File: src/rtl/fifo_write_arbiter_pkg.sv
// Shared types and defaults for the FIFO write arbiter and the FIFO it feeds.
package fifo_write_arbiter_pkg;

  typedef enum logic {StIdle, StBurst} state_e;

  localparam int unsigned DefBitwidth = 5;
  localparam int unsigned DefTimeout  = 15;

  // Index width that never collapses to zero bits.
  function automatic int unsigned idx_width(int unsigned n);
    return (n > 1) ? $clog2(n) : 1;
  endfunction

endpackage

File: src/rtl/fifo_write_arbiter_if.sv
// Requester-side and FIFO-side signals of the write arbiter.
interface fifo_write_arbiter_if import fifo_write_arbiter_pkg::*; #(
  parameter int unsigned NREQ     = 4,
  parameter int unsigned BITWIDTH = DefBitwidth
);
  localparam int unsigned IdW = idx_width(NREQ);

  logic [NREQ-1:0]          req_valid;
  logic [NREQ*BITWIDTH-1:0] req_data;
  logic [NREQ-1:0]          req_last;
  logic [NREQ-1:0]          req_ready;
  logic                     fifo_full;
  logic                     fifo_rEn;
  logic                     fifo_wEn;
  logic [BITWIDTH-1:0]      fifo_dIn;
  logic [IdW-1:0]           grant_id;
  logic                     locked;
  logic                     timeout_err;

  modport master (
    input  req_valid, req_data, req_last, fifo_full, fifo_rEn,
    output req_ready, fifo_wEn, fifo_dIn, grant_id, locked, timeout_err
  );

  modport slave (
    output req_valid, req_data, req_last, fifo_full, fifo_rEn,
    input  req_ready, fifo_wEn, fifo_dIn, grant_id, locked, timeout_err
  );

endinterface

File: src/rtl/fifo_write_arbiter_rr_pick.sv
// Rotating-priority scan: first set request at or above ptr_i, wrapping modulo N.
module fifo_write_arbiter_rr_pick import fifo_write_arbiter_pkg::*; #(
  parameter int unsigned N = 4,
  localparam int unsigned IdW = idx_width(N)
) (
  input  logic [N-1:0]   req_i,
  input  logic [IdW-1:0] ptr_i,
  output logic [IdW-1:0] idx_o,
  output logic           found_o
);

  int unsigned    pos;
  logic [IdW-1:0] pos_idx;

  // Scan from the farthest offset down so the nearest hit is assigned last.
  always_comb begin
    idx_o   = '0;
    found_o = 1'b0;
    pos     = 0;
    pos_idx = '0;
    for (int k = int'(N) - 1; k >= 0; k--) begin
      pos = 32'(ptr_i) + 32'(k);
      if (pos >= N) pos = pos - N;
      pos_idx = pos[IdW-1:0];
      if (req_i[pos_idx]) begin
        idx_o   = pos_idx;
        found_o = 1'b1;
      end
    end
  end

endmodule

File: src/rtl/fifo_write_arbiter.sv
// N-to-1 write arbiter onto a shared FIFO: round-robin between bursts, locked within a
// burst until the last beat or an idle timeout.
module fifo_write_arbiter import fifo_write_arbiter_pkg::*; #(
  parameter int unsigned NREQ     = 4,
  parameter int unsigned BITWIDTH = DefBitwidth,
  parameter int unsigned TIMEOUT  = DefTimeout
) (
  input logic                  clk,
  input logic                  rst,
  fifo_write_arbiter_if.master bus_io
);

  localparam int unsigned IdW  = idx_width(NREQ);
  localparam int unsigned CntW = idx_width(TIMEOUT + 1);
  localparam logic [CntW-1:0] CntLast = CntW'(TIMEOUT - 1);

  state_e          state_q, state_d;
  logic [IdW-1:0]  rr_ptr_q, rr_ptr_d;
  logic [IdW-1:0]  owner_q, owner_d;
  logic [IdW-1:0]  grant_q, grant_d;
  logic [CntW-1:0] idle_cnt_q, idle_cnt_d;
  logic            timeout_err_q, timeout_err_d;

  logic            pick_found;
  logic [IdW-1:0]  pick_idx;
  logic            space, has_winner, xfer, win_last;
  logic [IdW-1:0]  winner;

  function automatic logic [IdW-1:0] next_idx(logic [IdW-1:0] i);
    return (32'(i) == NREQ - 1) ? '0 : i + 1'b1;
  endfunction

  fifo_write_arbiter_rr_pick #(
    .N(NREQ)
  ) u_rr_pick (
    .req_i   (bus_io.req_valid),
    .ptr_i   (rr_ptr_q),
    .idx_o   (pick_idx),
    .found_o (pick_found)
  );

  // A full FIFO still takes a write when it is being read in the same cycle.
  always_comb begin
    space = !bus_io.fifo_full | bus_io.fifo_rEn;
    if (state_q == StBurst) begin
      winner     = owner_q;
      has_winner = bus_io.req_valid[owner_q];
    end else begin
      winner     = pick_idx;
      has_winner = pick_found;
    end
    win_last = bus_io.req_last[winner];
    xfer     = !rst && has_winner && space;

    bus_io.req_ready = '0;
    if (!rst && has_winner) bus_io.req_ready[winner] = space;
    bus_io.fifo_wEn = xfer;
    bus_io.fifo_dIn = '0;
    if (!rst && has_winner) begin
      for (int i = 0; i < int'(NREQ); i++) begin
        if (winner == IdW'(i)) bus_io.fifo_dIn = bus_io.req_data[i*BITWIDTH +: BITWIDTH];
      end
    end

    if (rst) begin
      bus_io.grant_id = '0;
    end else if (state_q == StBurst) begin
      bus_io.grant_id = owner_q;
    end else begin
      bus_io.grant_id = pick_found ? pick_idx : grant_q;
    end
    bus_io.locked      = (state_q == StBurst);
    bus_io.timeout_err = timeout_err_q;
  end

  always_comb begin
    state_d       = state_q;
    rr_ptr_d      = rr_ptr_q;
    owner_d       = owner_q;
    idle_cnt_d    = idle_cnt_q;
    timeout_err_d = 1'b0;
    grant_d       = bus_io.grant_id;
    unique case (state_q)
      StIdle: begin
        if (xfer) begin
          if (win_last) begin
            rr_ptr_d = next_idx(winner);
          end else begin
            state_d    = StBurst;
            owner_d    = winner;
            idle_cnt_d = '0;
          end
        end
      end
      StBurst: begin
        if (xfer) begin
          idle_cnt_d = '0;
          if (win_last) begin
            state_d  = StIdle;
            rr_ptr_d = next_idx(owner_q);
          end
        end else if (idle_cnt_q == CntLast) begin
          state_d       = StIdle;
          rr_ptr_d      = next_idx(owner_q);
          idle_cnt_d    = '0;
          timeout_err_d = 1'b1;
        end else begin
          idle_cnt_d = idle_cnt_q + 1'b1;
        end
      end
      default: state_d = StIdle;
    endcase
  end

  always_ff @(posedge clk) begin
    if (rst) begin
      state_q       <= StIdle;
      rr_ptr_q      <= '0;
      owner_q       <= '0;
      grant_q       <= '0;
      idle_cnt_q    <= '0;
      timeout_err_q <= 1'b0;
    end else begin
      state_q       <= state_d;
      rr_ptr_q      <= rr_ptr_d;
      owner_q       <= owner_d;
      grant_q       <= grant_d;
      idle_cnt_q    <= idle_cnt_d;
      timeout_err_q <= timeout_err_d;
    end
  end

endmodule

File: src/flat_wrapper.sv
// flat-port wrapper written by rule: the top's interface ports become plain ports
module fifo_write_arbiter_flat import fifo_write_arbiter_pkg::*;
#(
  parameter int unsigned NREQ     = 4,
  parameter int unsigned BITWIDTH = DefBitwidth,
  parameter int unsigned TIMEOUT  = DefTimeout
)
  (clk, rst, bus_io_req_valid, bus_io_req_data, bus_io_req_last, bus_io_fifo_full, bus_io_fifo_rEn, bus_io_req_ready, bus_io_fifo_wEn, bus_io_fifo_dIn, bus_io_grant_id, bus_io_locked, bus_io_timeout_err);
  fifo_write_arbiter_if #(.NREQ(NREQ), .BITWIDTH(BITWIDTH)) bus_io_i ();
  input logic clk;
  input logic rst;
  input wire logic [$bits(bus_io_i.req_valid)-1:0] bus_io_req_valid;
  input wire logic [$bits(bus_io_i.req_data)-1:0] bus_io_req_data;
  input wire logic [$bits(bus_io_i.req_last)-1:0] bus_io_req_last;
  input wire logic [$bits(bus_io_i.fifo_full)-1:0] bus_io_fifo_full;
  input wire logic [$bits(bus_io_i.fifo_rEn)-1:0] bus_io_fifo_rEn;
  output wire logic [$bits(bus_io_i.req_ready)-1:0] bus_io_req_ready;
  output wire logic [$bits(bus_io_i.fifo_wEn)-1:0] bus_io_fifo_wEn;
  output wire logic [$bits(bus_io_i.fifo_dIn)-1:0] bus_io_fifo_dIn;
  output wire logic [$bits(bus_io_i.grant_id)-1:0] bus_io_grant_id;
  output wire logic [$bits(bus_io_i.locked)-1:0] bus_io_locked;
  output wire logic [$bits(bus_io_i.timeout_err)-1:0] bus_io_timeout_err;
  assign bus_io_i.req_valid = bus_io_req_valid;
  assign bus_io_i.req_data = bus_io_req_data;
  assign bus_io_i.req_last = bus_io_req_last;
  assign bus_io_i.fifo_full = bus_io_fifo_full;
  assign bus_io_i.fifo_rEn = bus_io_fifo_rEn;
  assign bus_io_req_ready = bus_io_i.req_ready;
  assign bus_io_fifo_wEn = bus_io_i.fifo_wEn;
  assign bus_io_fifo_dIn = bus_io_i.fifo_dIn;
  assign bus_io_grant_id = bus_io_i.grant_id;
  assign bus_io_locked = bus_io_i.locked;
  assign bus_io_timeout_err = bus_io_i.timeout_err;
  fifo_write_arbiter #(.NREQ(NREQ), .BITWIDTH(BITWIDTH), .TIMEOUT(TIMEOUT)) u_core (.clk(clk), .rst(rst), .bus_io(bus_io_i));
endmodule
File: config.mk
export PLATFORM = sky130hd
export DESIGN_NAME = fifo_write_arbiter_flat
export DESIGN_NICKNAME = d
export VERILOG_FILES = /design/src/rtl/fifo_write_arbiter_pkg.sv /design/src/rtl/fifo_write_arbiter_if.sv /design/src/rtl/fifo_write_arbiter_rr_pick.sv /design/src/rtl/fifo_write_arbiter.sv /design/src/flat_wrapper.sv
export SDC_FILE = /design/constraint.sdc
export NUM_CORES = 1
export LEC_CHECK = 0
export CORE_ASPECT_RATIO = 1.5
export CORE_UTILIZATION = 40
export CTS_CLUSTER_SIZE = 12
export DETAILED_ROUTE_END_ITERATION = 16
export DONT_BUFFER_PORTS = 1
export GPL_TIMING_DRIVEN = 0
export PLACE_DENSITY = 0.54
export RECOVER_POWER = 25
export SYNTH_ARGS = -nofsm -noshare
export SYNTH_HDL_FRONTEND = slang
export SYNTH_SLANG_ARGS = --single-unit
File: constraint.sdc
create_clock -name clk -period 3 [get_ports clk]
set_clock_uncertainty 0.1 [all_clocks]
set_input_delay 0.6 -clock clk [delete_from_list [all_inputs] [get_ports clk]]
set_output_delay 0.6 -clock clk [all_outputs]
set_load 0.03 [all_outputs]
==> summary by stage <==
Floorplanning
The initial utilization of the core area, before any placement, comes to a little over two fifths. The floorplan die height is 69.81 um. 46 I/O pins were placed. The die extent in x is 47.21 um. The number of placement rows is 24.

The die footprint is 3295 um2. The core area is about 2900 um2.

Outcome
The checks that failed: negative setup slack. The run finished, with violations left.

Worst hold path
The worst hold path class is reg -> reg.

CTS
For the worst-skew pair, the clock arrives at the later sink with an insertion delay of 0.24 ns. The CTS sink count is 12. The number of buffers inserted by hold repair at cts is 0. The number of buffers created by CTS is 3. The clock transition at the registers of the reported paths is 0.05 ns. The H-tree depth is 1. The clock passes through at most 2 buffers. The master cell of the clock root buffer is clkbuf_8. TritonCTS built the clock tree.

Synth
The largest area contributor in the netlist is dfxtp_1. The synthesized instance count is 146. The synthesized design contains 0 enable-type register cells. The flip-flop and latch count after synthesis is 12. The mapped cell area is 1226 um2. Of the synthesized area, sequential elements account for approximately 20%. The synthesized area divided by synthesized cell count is 8.398 um2.

When the netlist entered floorplanning its net count stood at ~190. For this run, asynchronously set or reset flops after synthesis account for 0%. The top flip-flop cell by instance count after synthesis is dfxtp_1. The number of distinct library cell variants in the gate-level netlist after synthesis is 49.

The count of yosys warnings during synthesis is 0. By area the synthesized netlist is led by dfxtp_1 20%, ha_1 7.1%, nor2b_1 5.6%. The area fraction of the dominant cell type after synthesis is 19.59%.

Global routing
The global-route wire length before repair is between 4000 and 5000 um. The number of global-route vias before repair was ~1.0k. Global routing finished with a remaining overflow of 0. The number of antenna violations at the first check in global routing is 0. The global-route usage over all layers is 17.85%.

Entering global routing, the biggest net connects 11 pins.

Pwr
The power density normalized to cell area is 1018 nW/um2. The worst-case IR drop observed on VDD is 459.9 uV. The leakage component of the power is 0.0005909 uW.

Finish
After routing the design area is approximately 1600 um2. The net count of the finished layout is 200. The layout has 268 filler cells. The proportion of layout cells with a drive suffix above 1 is around 44%. 0 antenna diodes ended up in the layout. Relative to the synthesized area, the layout overhead comes to 33.06%.

Timing
Headroom to the max-slew limit came out at 34.54%. The number of failing setup endpoints in the final timing report is 5. The count of final max-slew check failures is 0. Setup repair after global routing could not meet its margin everywhere. The number of hold violations in the final report is 0. After layout, the worst setup slack is -0.1658 ns. The hold slack is 0.3657 ns.

Based on the critical path, the design can be clocked at up to 315.9 MHz. The setup TNS is -0.6674 ns. The part of the cycle the worst path needs is 105.5%. The slew at the pin closest to its max-slew limit is 0.9759 ns. The final critical-path required period is around 3.2 ns.

Setup path
STA classifies the critical path endpoint as a primary output. The critical path is of the reg -> out type. The slowest cell on the critical path is dfxtp_4.

For the worst setup path, the data arrival time is between 2 and 2.5 ns. The data required time of the worst path is 2.30 ns. Along the worst path, the maximum fanout reaches 7. The signal on the critical path passes through buf_8, nor4b_4, a211oi_4, o31ai_4, inv_2, ha_4, buf_12, a221oi_1, nor3_2, a21oi_2, nor2_4.

The biggest cell delay along the critical path is approximately 0.38 ns. The type of element launching the critical path is a flop.

Detailed routing
The total iterations of the first detailed-routing run is 4. The total via count in the routed design is 1130. The number of DRC markers after the initial detailed-route iteration is 17. The detail-routed net length per standard cell is roughly 15 um.

In the routed layout, each cell is associated on average with a via count of 5.707. The final routed wirelength across all metal layers is 3019 um. The detailed-route DRC error count is 0.

Once detail routing completed, the nets flagged for antenna violations numbered 0.

Placement
The count of buffers added on input and output ports is 0. Routability-driven placement finished with a final weighted congestion of 0.7841. Summed over all nets, the half-perimeter wirelength after detailed placement is 2292 um. The post-detailed-placement cell area is 1330 um2.

Run
The max-cap check violation count is 0.
[sequential cells by signal, summed over array words and instances (netlist names)]
register                   cells
u_core.bus_io.locked           1
u_core.rr_ptr_q                2
u_core.grant_q                 2
u_core.bus_io.timeout_err      1
u_core.owner_q                 2
u_core.idle_cnt_q              4
[where the power goes]
group          total (uW)  switching, uW  leakage, uW  internal (uW)
clock                 141           53.1    0.0000216           88.0
sequential            254           49.1    0.0000992            204
combinational        1270            714     0.000470            552
total                1660            816     0.000591            845
[synth_stat cells (2+ instances only)]
master	number
and2_1	4
a31oi_1	2
mux2i_1	6
clkbuf_1	3
nand2b_1	9
nor2b_1	11
inv_1	5
nor3b_1	2
a221oi_1	5
dfxtp_1	12
nand2_1	6
nor3_2	2
ha_1	7
a21oi_1	9
buf_2	3
o21ai_1	2
o22ai_1	2
and2b_4	2
a211oi_1	4
nor4_1	2
nor4b_2	2
nor3_1	9
nor2_1	11
[final timing paths]
kind / from / end / slack [ns] / cells past startpoint
hold / removal: u_core.grant_q[0] / u_core.grant_q[0] / 0.37 / 2
hold reg to reg: u_core.grant_q[0] / u_core.grant_q[0] / 0.37 / 2
setup reg to reg: u_core.bus_io.locked / u_core.idle_cnt_q[1] / 0.70 / 8
setup / recovery: u_core.bus_io.locked / bus_io_fifo_dIn[3] / -0.17 / 11
[cell type report]
class / instances / area [um2] / area share (%)
sequential: 12 / 247.7 / 15.18
timing repair buffer: 10 / 87.58 / 5.368
clock buffer: 3 / 41.29 / 2.531
multi-input combinational: 121 / 1116 / 68.41
buffer: 7 / 67.56 / 4.141
inverter: 6 / 22.52 / 1.380
tap: 39 / 48.80 / 2.991
[routing by layer]
layer,up-vias,track usage (%),part of all wire (%)
li1,565,-,-
met4,0,5.714,1.3
met2,34,32.10,52
met1,526,20.16,42
met3,5,2.344,4.4
met5,-,0,0
[worst max-delay path, delay by kind of cell (launching register included)]
family | cells | cell delay, ns
AO/OA/AOI/OAI | 4 | 0.83
adder cells (fa/ha/maj) | 1 | 0.20
buffers and inverters | 3 | 0.38
flip-flops | 1 | 0.38
AND/OR/NAND/NOR | 3 | 0.41
[per-stage QoR]
step                      util [%]  total power, uW  setup slack, ns  instances
after floorplan                  -             1047          0.01273        146
after global placement       45.49             1166          -0.2582        185
after detailed placement     45.66             1180          -0.2877        185
after CTS                    51.72             1492          -0.1960        194
after global routing         56.01             1773          -0.2659        198
final                        56.01             1661          -0.1658        198
[cell usage in the layout (no fill, tap or decap), types with 3 or more instances in the layout]
cell | netlist | routed
nor3_1 | 9 | 3
dfxtp_1 | 12 | 10
nor2_1 | 11 | 6
clkbuf_8 | 0 | 3
nand2_1 | 6 | 6
a211oi_1 | 4 | 3
nor3_2 | 2 | 7
and2_2 | 0 | 4
nor2_4 | 0 | 5
nand2b_1 | 9 | 9
a21oi_1 | 9 | 4
buf_4 | 1 | 11
a21oi_2 | 1 | 6
ha_1 | 7 | 4
mux2i_1 | 6 | 6
a221oi_2 | 0 | 3
inv_1 | 5 | 4
nor2b_1 | 11 | 9
[timing repair]
item	CTS	global route
setup buffers	6	4
setup endpoints to repair	8	9
endpoints found under the hold margin	0	0
pin swaps	10	9
resized for setup	22	23
[logic make-up (layout without fill, tap and decap cells)]
| logic type | Yosys count | after routing | share of synthesized area (%) |
|---|---|---|---|
| simple gates | 68 | 68 | 33.67 |
| fa+ha+maj | 7 | 7 | 7.143 |
| compound gates | 39 | 39 | 28.88 |
| mux | 7 | 7 | 6.122 |
| buf+inv | 13 | 26 | 4.592 |
| flops | 12 | 12 | 19.59 |
(Power assumes the default switching activity.)
